## config.mk

```make
export PLATFORM = sky130hd
export DESIGN_NAME = data_ram_arbiter
export DESIGN_NICKNAME = d
export VERILOG_FILES = /design/src/rtl/data_ram_arbiter_pkg.sv /design/src/rtl/data_ram_arbiter_lane_extract.sv /design/src/rtl/data_ram_arbiter.sv
export SDC_FILE = /design/constraint.sdc
export NUM_CORES = 1
export LEC_CHECK = 0
export CORE_MARGIN = 5
export CORE_UTILIZATION = 35
export DETAILED_ROUTE_END_ITERATION = 6
export GPL_TIMING_DRIVEN = 1
export PLACE_DENSITY_LB_ADDON = 0.3
export SKIP_CTS_REPAIR_TIMING = 1
export SYNTH_ARGS = -nofsm -noshare
export SYNTH_HDL_FRONTEND = slang
export SYNTH_SLANG_ARGS = --single-unit
```

## constraint.sdc

```tcl
create_clock -name i_Clk -period 12.49 [get_ports i_Clk]
set_input_delay 1.249 -clock i_Clk [delete_from_list [all_inputs] [get_ports i_Clk]]
set_output_delay 1.249 -clock i_Clk [all_outputs]
set_load 0.02 [all_outputs]
```

## src/rtl/data_ram_arbiter_pkg.sv

```systemverilog
// Shared encodings for the data_ram arbiter: access lengths, lane positions and sequencer states.
package data_ram_arbiter_pkg;

    localparam logic [1:0] mem_len_byte = 2'd0;
    localparam logic [1:0] mem_len_half = 2'd1;
    localparam logic [1:0] mem_len_word = 2'd2;

    localparam int BYTE_W  = 8;
    localparam int HALF_W  = 16;
    localparam int HALF_HI = 16;

    typedef enum logic [1:0] {
        ARB_IDLE  = 2'd0,
        ARB_ISSUE = 2'd1,
        ARB_RDATA = 2'd2
    } arb_state_e;

endpackage

```

## src/rtl/data_ram_arbiter_lane_extract.sv

```systemverilog
// Combinational load aligner: picks the byte/half lane from a RAM word and sign- or zero-extends it.
// No latency, no flow control; word accesses pass through with the lane bits ignored.
module data_ram_lane_extract
    import data_ram_arbiter_pkg::*;
#(
    parameter int DATA_W = 32
) (
    input  logic [DATA_W-1:0] i_word,
    input  logic [1:0]        i_len,
    input  logic [1:0]        i_lane,
    input  logic              i_unsigned,
    output logic [DATA_W-1:0] o_data
);

    logic [BYTE_W-1:0] byte_sel;
    logic [HALF_W-1:0] half_sel;
    logic              sign_bit;

    always_comb begin
        case (i_lane)
            2'd0:    byte_sel = i_word[7:0];
            2'd1:    byte_sel = i_word[15:8];
            2'd2:    byte_sel = i_word[23:16];
            default: byte_sel = i_word[31:24];
        endcase
        half_sel = i_lane[1] ? i_word[HALF_HI +: HALF_W] : i_word[HALF_W-1:0];

        sign_bit = 1'b0;
        case (i_len)
            mem_len_byte: begin
                sign_bit = ~i_unsigned & byte_sel[BYTE_W-1];
                o_data   = {{(DATA_W-BYTE_W){sign_bit}}, byte_sel};
            end
            mem_len_half: begin
                sign_bit = ~i_unsigned & half_sel[HALF_W-1];
                o_data   = {{(DATA_W-HALF_W){sign_bit}}, half_sel};
            end
            default: o_data = i_word;
        endcase
    end

endmodule

```

## src/rtl/data_ram_arbiter.sv

```systemverilog
// Shares data_ram between LSU (port 0) and loader (port 1): gnt at +1, store ack +2, load ack/rdata +3;
// losers stay pending indefinitely. DATA_RAM_ARB_RR_EN selects round-robin ties, else port 0 wins.
module data_ram_arbiter
    import data_ram_arbiter_pkg::*;
#(
    parameter int ADDR_W = 32,
    parameter int DATA_W = 32
) (
    input  logic              i_Clk,
    input  logic              i_reset,
    input  logic              i_m0_req,
    input  logic              i_m0_we,
    input  logic [1:0]        i_m0_len,
    input  logic              i_m0_unsigned,
    input  logic [ADDR_W-1:0] i_m0_addr,
    input  logic [DATA_W-1:0] i_m0_wdata,
    output logic              o_m0_gnt,
    output logic              o_m0_ack,
    output logic [DATA_W-1:0] o_m0_rdata,
    input  logic              i_m1_req,
    input  logic              i_m1_we,
    input  logic [1:0]        i_m1_len,
    input  logic              i_m1_unsigned,
    input  logic [ADDR_W-1:0] i_m1_addr,
    input  logic [DATA_W-1:0] i_m1_wdata,
    output logic              o_m1_gnt,
    output logic              o_m1_ack,
    output logic [DATA_W-1:0] o_m1_rdata,
    output logic              o_ram_we,
    output logic [1:0]        o_ram_len,
    output logic [ADDR_W-1:0] o_ram_w_addr,
    output logic [DATA_W-1:0] o_ram_w_data,
    output logic [ADDR_W-1:0] o_ram_r_addr,
    input  logic [DATA_W-1:0] i_ram_r_data,
    output logic              o_busy
);

    arb_state_e        state_q, state_d;
    logic              port_q, port_d;
    logic              we_q, we_d;
    logic [1:0]        len_q, len_d;
    logic              uns_q, uns_d;
    logic [ADDR_W-1:0] addr_q, addr_d;
    logic [DATA_W-1:0] wdata_q, wdata_d;
    logic [1:0]        ack_q, ack_d;
    logic [DATA_W-1:0] rdata0_q, rdata0_d;
    logic [DATA_W-1:0] rdata1_q, rdata1_d;
    logic [DATA_W-1:0] ext_data;
    logic              any_req;
    logic              pick;
    logic              issue;

    assign any_req = i_m0_req | i_m1_req;

`ifdef DATA_RAM_ARB_RR_EN
    // last_q holds the previous winner; a tie goes to the other port
    logic last_q, last_d;

    assign pick = (i_m0_req & i_m1_req) ? ~last_q : ~i_m0_req;

    always_comb begin
        last_d = last_q;
        if (state_q == ARB_IDLE && any_req)
            last_d = pick;
    end

    always_ff @(posedge i_Clk or posedge i_reset) begin
        if (i_reset) last_q <= 1'b1;
        else         last_q <= last_d;
    end
`else
    assign pick = ~i_m0_req;
`endif

    data_ram_lane_extract #(.DATA_W(DATA_W)) u_extract (
        .i_word     (i_ram_r_data),
        .i_len      (len_q),
        .i_lane     (addr_q[1:0]),
        .i_unsigned (uns_q),
        .o_data     (ext_data)
    );

    always_comb begin
        state_d  = state_q;
        port_d   = port_q;
        we_d     = we_q;
        len_d    = len_q;
        uns_d    = uns_q;
        addr_d   = addr_q;
        wdata_d  = wdata_q;
        ack_d    = 2'b00;
        rdata0_d = rdata0_q;
        rdata1_d = rdata1_q;
        case (state_q)
            ARB_IDLE: begin
                if (any_req) begin
                    port_d  = pick;
                    we_d    = pick ? i_m1_we       : i_m0_we;
                    len_d   = pick ? i_m1_len      : i_m0_len;
                    uns_d   = pick ? i_m1_unsigned : i_m0_unsigned;
                    addr_d  = pick ? i_m1_addr     : i_m0_addr;
                    wdata_d = pick ? i_m1_wdata    : i_m0_wdata;
                    state_d = ARB_ISSUE;
                end
            end
            ARB_ISSUE: begin
                if (we_q) begin
                    ack_d[port_q] = 1'b1;
                    state_d       = ARB_IDLE;
                end else begin
                    state_d = ARB_RDATA;
                end
            end
            ARB_RDATA: begin
                if (port_q) rdata1_d = ext_data;
                else        rdata0_d = ext_data;
                ack_d[port_q] = 1'b1;
                state_d       = ARB_IDLE;
            end
            default: state_d = ARB_IDLE;
        endcase
    end

    always_ff @(posedge i_Clk or posedge i_reset) begin
        if (i_reset) begin
            state_q  <= ARB_IDLE;
            port_q   <= 1'b0;
            we_q     <= 1'b0;
            len_q    <= mem_len_word;
            uns_q    <= 1'b0;
            addr_q   <= '0;
            wdata_q  <= '0;
            ack_q    <= 2'b00;
            rdata0_q <= '0;
            rdata1_q <= '0;
        end else begin
            state_q  <= state_d;
            port_q   <= port_d;
            we_q     <= we_d;
            len_q    <= len_d;
            uns_q    <= uns_d;
            addr_q   <= addr_d;
            wdata_q  <= wdata_d;
            ack_q    <= ack_d;
            rdata0_q <= rdata0_d;
            rdata1_q <= rdata1_d;
        end
    end

    // RAM sees the latched request only during ISSUE; idle values match reset
    assign issue        = (state_q == ARB_ISSUE);
    assign o_ram_we     = issue & we_q;
    assign o_ram_len    = issue ? len_q : mem_len_word;
    assign o_ram_w_addr = issue ? addr_q : '0;
    assign o_ram_r_addr = issue ? addr_q : '0;
    assign o_ram_w_data = issue ? wdata_q : '0;

    assign o_m0_gnt   = issue & ~port_q;
    assign o_m1_gnt   = issue & port_q;
    assign o_m0_ack   = ack_q[0];
    assign o_m1_ack   = ack_q[1];
    assign o_m0_rdata = rdata0_q;
    assign o_m1_rdata = rdata1_q;
    assign o_busy     = (state_q != ARB_IDLE);

endmodule

```

==> results.sh <==
export IMPL_syn_area_per_cell_sq_um=9.47
export IMPL_cpMaxStageDelayCell="ha_2"
export IMPL_ys_seq_area_share_pct=48.1
export IMPL_clkTransAtPathRegs_ns=0.06
export IMPL_peakVddDrop_uv=88.9
export IMPL_yosys_warnings=0
export IMPL_gp_congestion=0.812
export IMPL_grt_start_max_net_pins=139
export IMPL_dieArea_sq_mm=0.0233
export IMPL_grt_overflow_total=0
export IMPL_cts_tree="built"
export IMPL_area_growth_pct=54.2
export IMPL_endpoint_kind="primary output"
export IMPL_syn_num_nets=927
export IMPL_port_buffer_count=339
export IMPL_cap_violations=0
export IMPL_slew_viol_final=0
export IMPL_cts_buffers_inserted=17
export IMPL_final_cells=1309
export IMPL_crit_fanout=70
export IMPL_drtPass1Iterations=4
export IMPL_startpoint_type="register"
export IMPL_cts_max_level=4
export IMPL_viasPerCell=4.84
export IMPL_cpPeakStageDelay_ns=0.88
export IMPL_setup_tns_ns=0
export IMPL_cts_root_buf="clkbuf_16"
export IMPL_timing_final_crit_share_pct=32.2
export IMPL_antenna_found_initial=1
export IMPL_power_leakage_nw=4.64
export IMPL_synthDistinctLibCells=35
export IMPL_row_count=52
export IMPL_fin_skew_ns=0.00753
export IMPL_finalCriticalPeriod_ns=4.02
export IMPL_drt_iter0_markers=305
export IMPL_power_density_mw_per_mm2=246
export IMPL_ys_top_cells_by_area="dfrtp_1 (48%), mux2i_1 (9.7%), nand2_1 (7.5%), o21ai_0 (6.4%), and2_1 (6.0%)"
export IMPL_vias=6333
export IMPL_synth_seq_cells=137
export IMPL_grt_pass1_wl_mm=36.0
export IMPL_finalWirelength_mm=23.8
export IMPL_path_cells="inv_1 -> ha_2 -> and2_1 -> clkdlybuf4s50_1"
export IMPL_fmax_mhz=249
export IMPL_final_hold_violation_count=0
export IMPL_final_cell_mix="clkdlybuf4s50_1 (338), nand2_1 (143), dfrtp_1 (136)"
export IMPL_chipWidth_um=153
export IMPL_dp_hpwl_mm=17.7
export IMPL_drc=0
export IMPL_required_ns=11.24
export IMPL_final_nets=1201
export IMPL_rsz0062_at_grt="false"
export IMPL_fill_cells=1856
export IMPL_grt_usage_pct=19.7
export IMPL_die_h_um=153
export IMPL_final_common_cell="clkdlybuf4s50_1"
export IMPL_crit_type="reg -> out"
export IMPL_tightest_slew_ns=1.14
export IMPL_holdWs_ns=0.469
export IMPL_slew_headroom_pct=23.9
export IMPL_numClockSinks=137
export IMPL_grt_pass1_vias=6282
export IMPL_synth_top_area_cell="dfrtp_1"
export IMPL_wire_per_inst_um=18.2
export IMPL_finalSetupViolCount=0
export IMPL_clock_latency_ns=0.42
export IMPL_syn_inst=752
export IMPL_dp_cells=1277
export IMPL_status="completed"
export IMPL_initial_core_util_pct=35.3
export IMPL_io_pins=340
export IMPL_core_area_sq_mm=0.0202
export IMPL_drive_above_1_share_pct=6.06
export IMPL_antenna_left=0
export IMPL_diodes=0
export IMPL_hold_class="reg -> reg"
export IMPL_cp_arrival_ns=2.77
export IMPL_netlist_area_sq_mm=0.00712
export IMPL_synth_top_cell_area_share_pct=47.8
export IMPL_clockBufferDepth=2
==> power by group <==
| part | total, mW | switching [mW] | internal (mW) | leakage (nW) |
|---|---|---|---|---|
| Combinational | 1.42 | 0.776 | 0.647 | 2.71 |
| Clock | 0.471 | 0.206 | 0.265 | 0.262 |
| Sequential | 0.804 | 0.142 | 0.662 | 1.67 |
==> flip-flops by register name, summed over array words and instances, names as in the netlist <==
name	flops
state_q	2
o_m1_rdata	32
o_m0_rdata	32
wdata_q	32
ack_q	2
uns_q	1
we_q	1
addr_q	32
len_q	2
port_q	1
==> synthesized netlist by cell type <==
library cell and n:
a211oi_1 5, a21o_1 1, a21oi_1 10, a22oi_1 1
a31oi_1 15, a32oi_1 6, and2_1 68, and3_1 2
and3b_1 1, buf_1 1, buf_2 4, buf_4 32
buf_8 2, clkbuf_1 51, dfrtp_1 136, dfstp_2 1
ha_1 3, inv_1 6, mux2_2 13, mux2i_1 69
mux4_2 1, nand2_1 143, nand2b_1 10, nand3_4 2
nand3b_1 1, nor2_1 25, nor2b_1 7, nor4_1 1
nor4bb_1 4, o211ai_1 32, o21ai_0 91, o221ai_1 3
or2_2 2, or4b_2 1, or4bb_1 2
==> per-layer routing <==
| metal | global-route usage (%) | vias to the layer above | part of all wire, % |
|---|---|---|---|
| met5 | 0 | - | 0.055 |
| met4 | 6.41 | 2 | 2.0 |
| met3 | 6.36 | 28 | 8.7 |
| met2 | 33.8 | 265 | 50 |
| met1 | 23.4 | 2930 | 40 |
| li1 | - | 3108 | - |
==> worst max-delay path: cells and delay by family, from the launching register on <==
| family | cells | cell delay, ns |
|---|---|---|
| simple gates | 1 | 0.27 |
| buf+inv | 2 | 0.81 |
| fa+ha+maj | 1 | 0.88 |
| flops | 1 | 0.38 |
==> final timing paths <==
kind / endpoint / cells past startpoint / slack [ns] / from
setup / recovery: o_ram_w_addr[11] / 4 / 8.47 / state_q[1]
hold reg to reg: wdata_q[5] / 2 / 0.47 / wdata_q[5]
min in group asynchronous: o_m1_rdata[24] / 2 / 1.32 / i_reset
max in group asynchronous: addr_q[18] / 3 / 9.86 / i_reset
hold / removal: wdata_q[5] / 2 / 0.47 / wdata_q[5]
setup reg to reg: o_m0_rdata[1] / 5 / 9.92 / len_q[0]
==> stage by stage <==
stage                     worst slack [ns]  area, sq um  util (%)  power [mW]
after floorplan                       7.57         7120         -        1.62
after global routing                  8.27        11000      54.5        2.86
final                                 8.47        11000      54.5        2.70
after detailed placement              8.84        10400      51.7        2.25
after global placement                8.84        10400      51.7        2.23
after CTS                             8.39        11000      54.5        2.73
==> cells by family (layout without fill, tap and decap cells) <==
family / Yosys count / after routing / synth area share, %
muxes: 83 / 83 / 12.1
DFF: 137 / 137 / 48.1
adders and majority gates: 3 / 3 / 0.527
and+or+nand+nor: 269 / 269 / 18.5
AOI/OAI and AO/OA: 164 / 164 / 13.6
buffers and inverters: 96 / 383 / 7.13
==> layout make-up <==
cell class	count	area, sq um	share of cell area (%)
inverter	6	27.5	0.251
multi-input combinational	519	3200	29.2
clock buffer	19	453	4.12
sequential	137	3430	31.2
clock inverter	13	97.6	0.889
timing repair buffer	345	3440	31.3
tap	270	338	3.08
No activity file was read; power rests on OpenSTA's default activity.
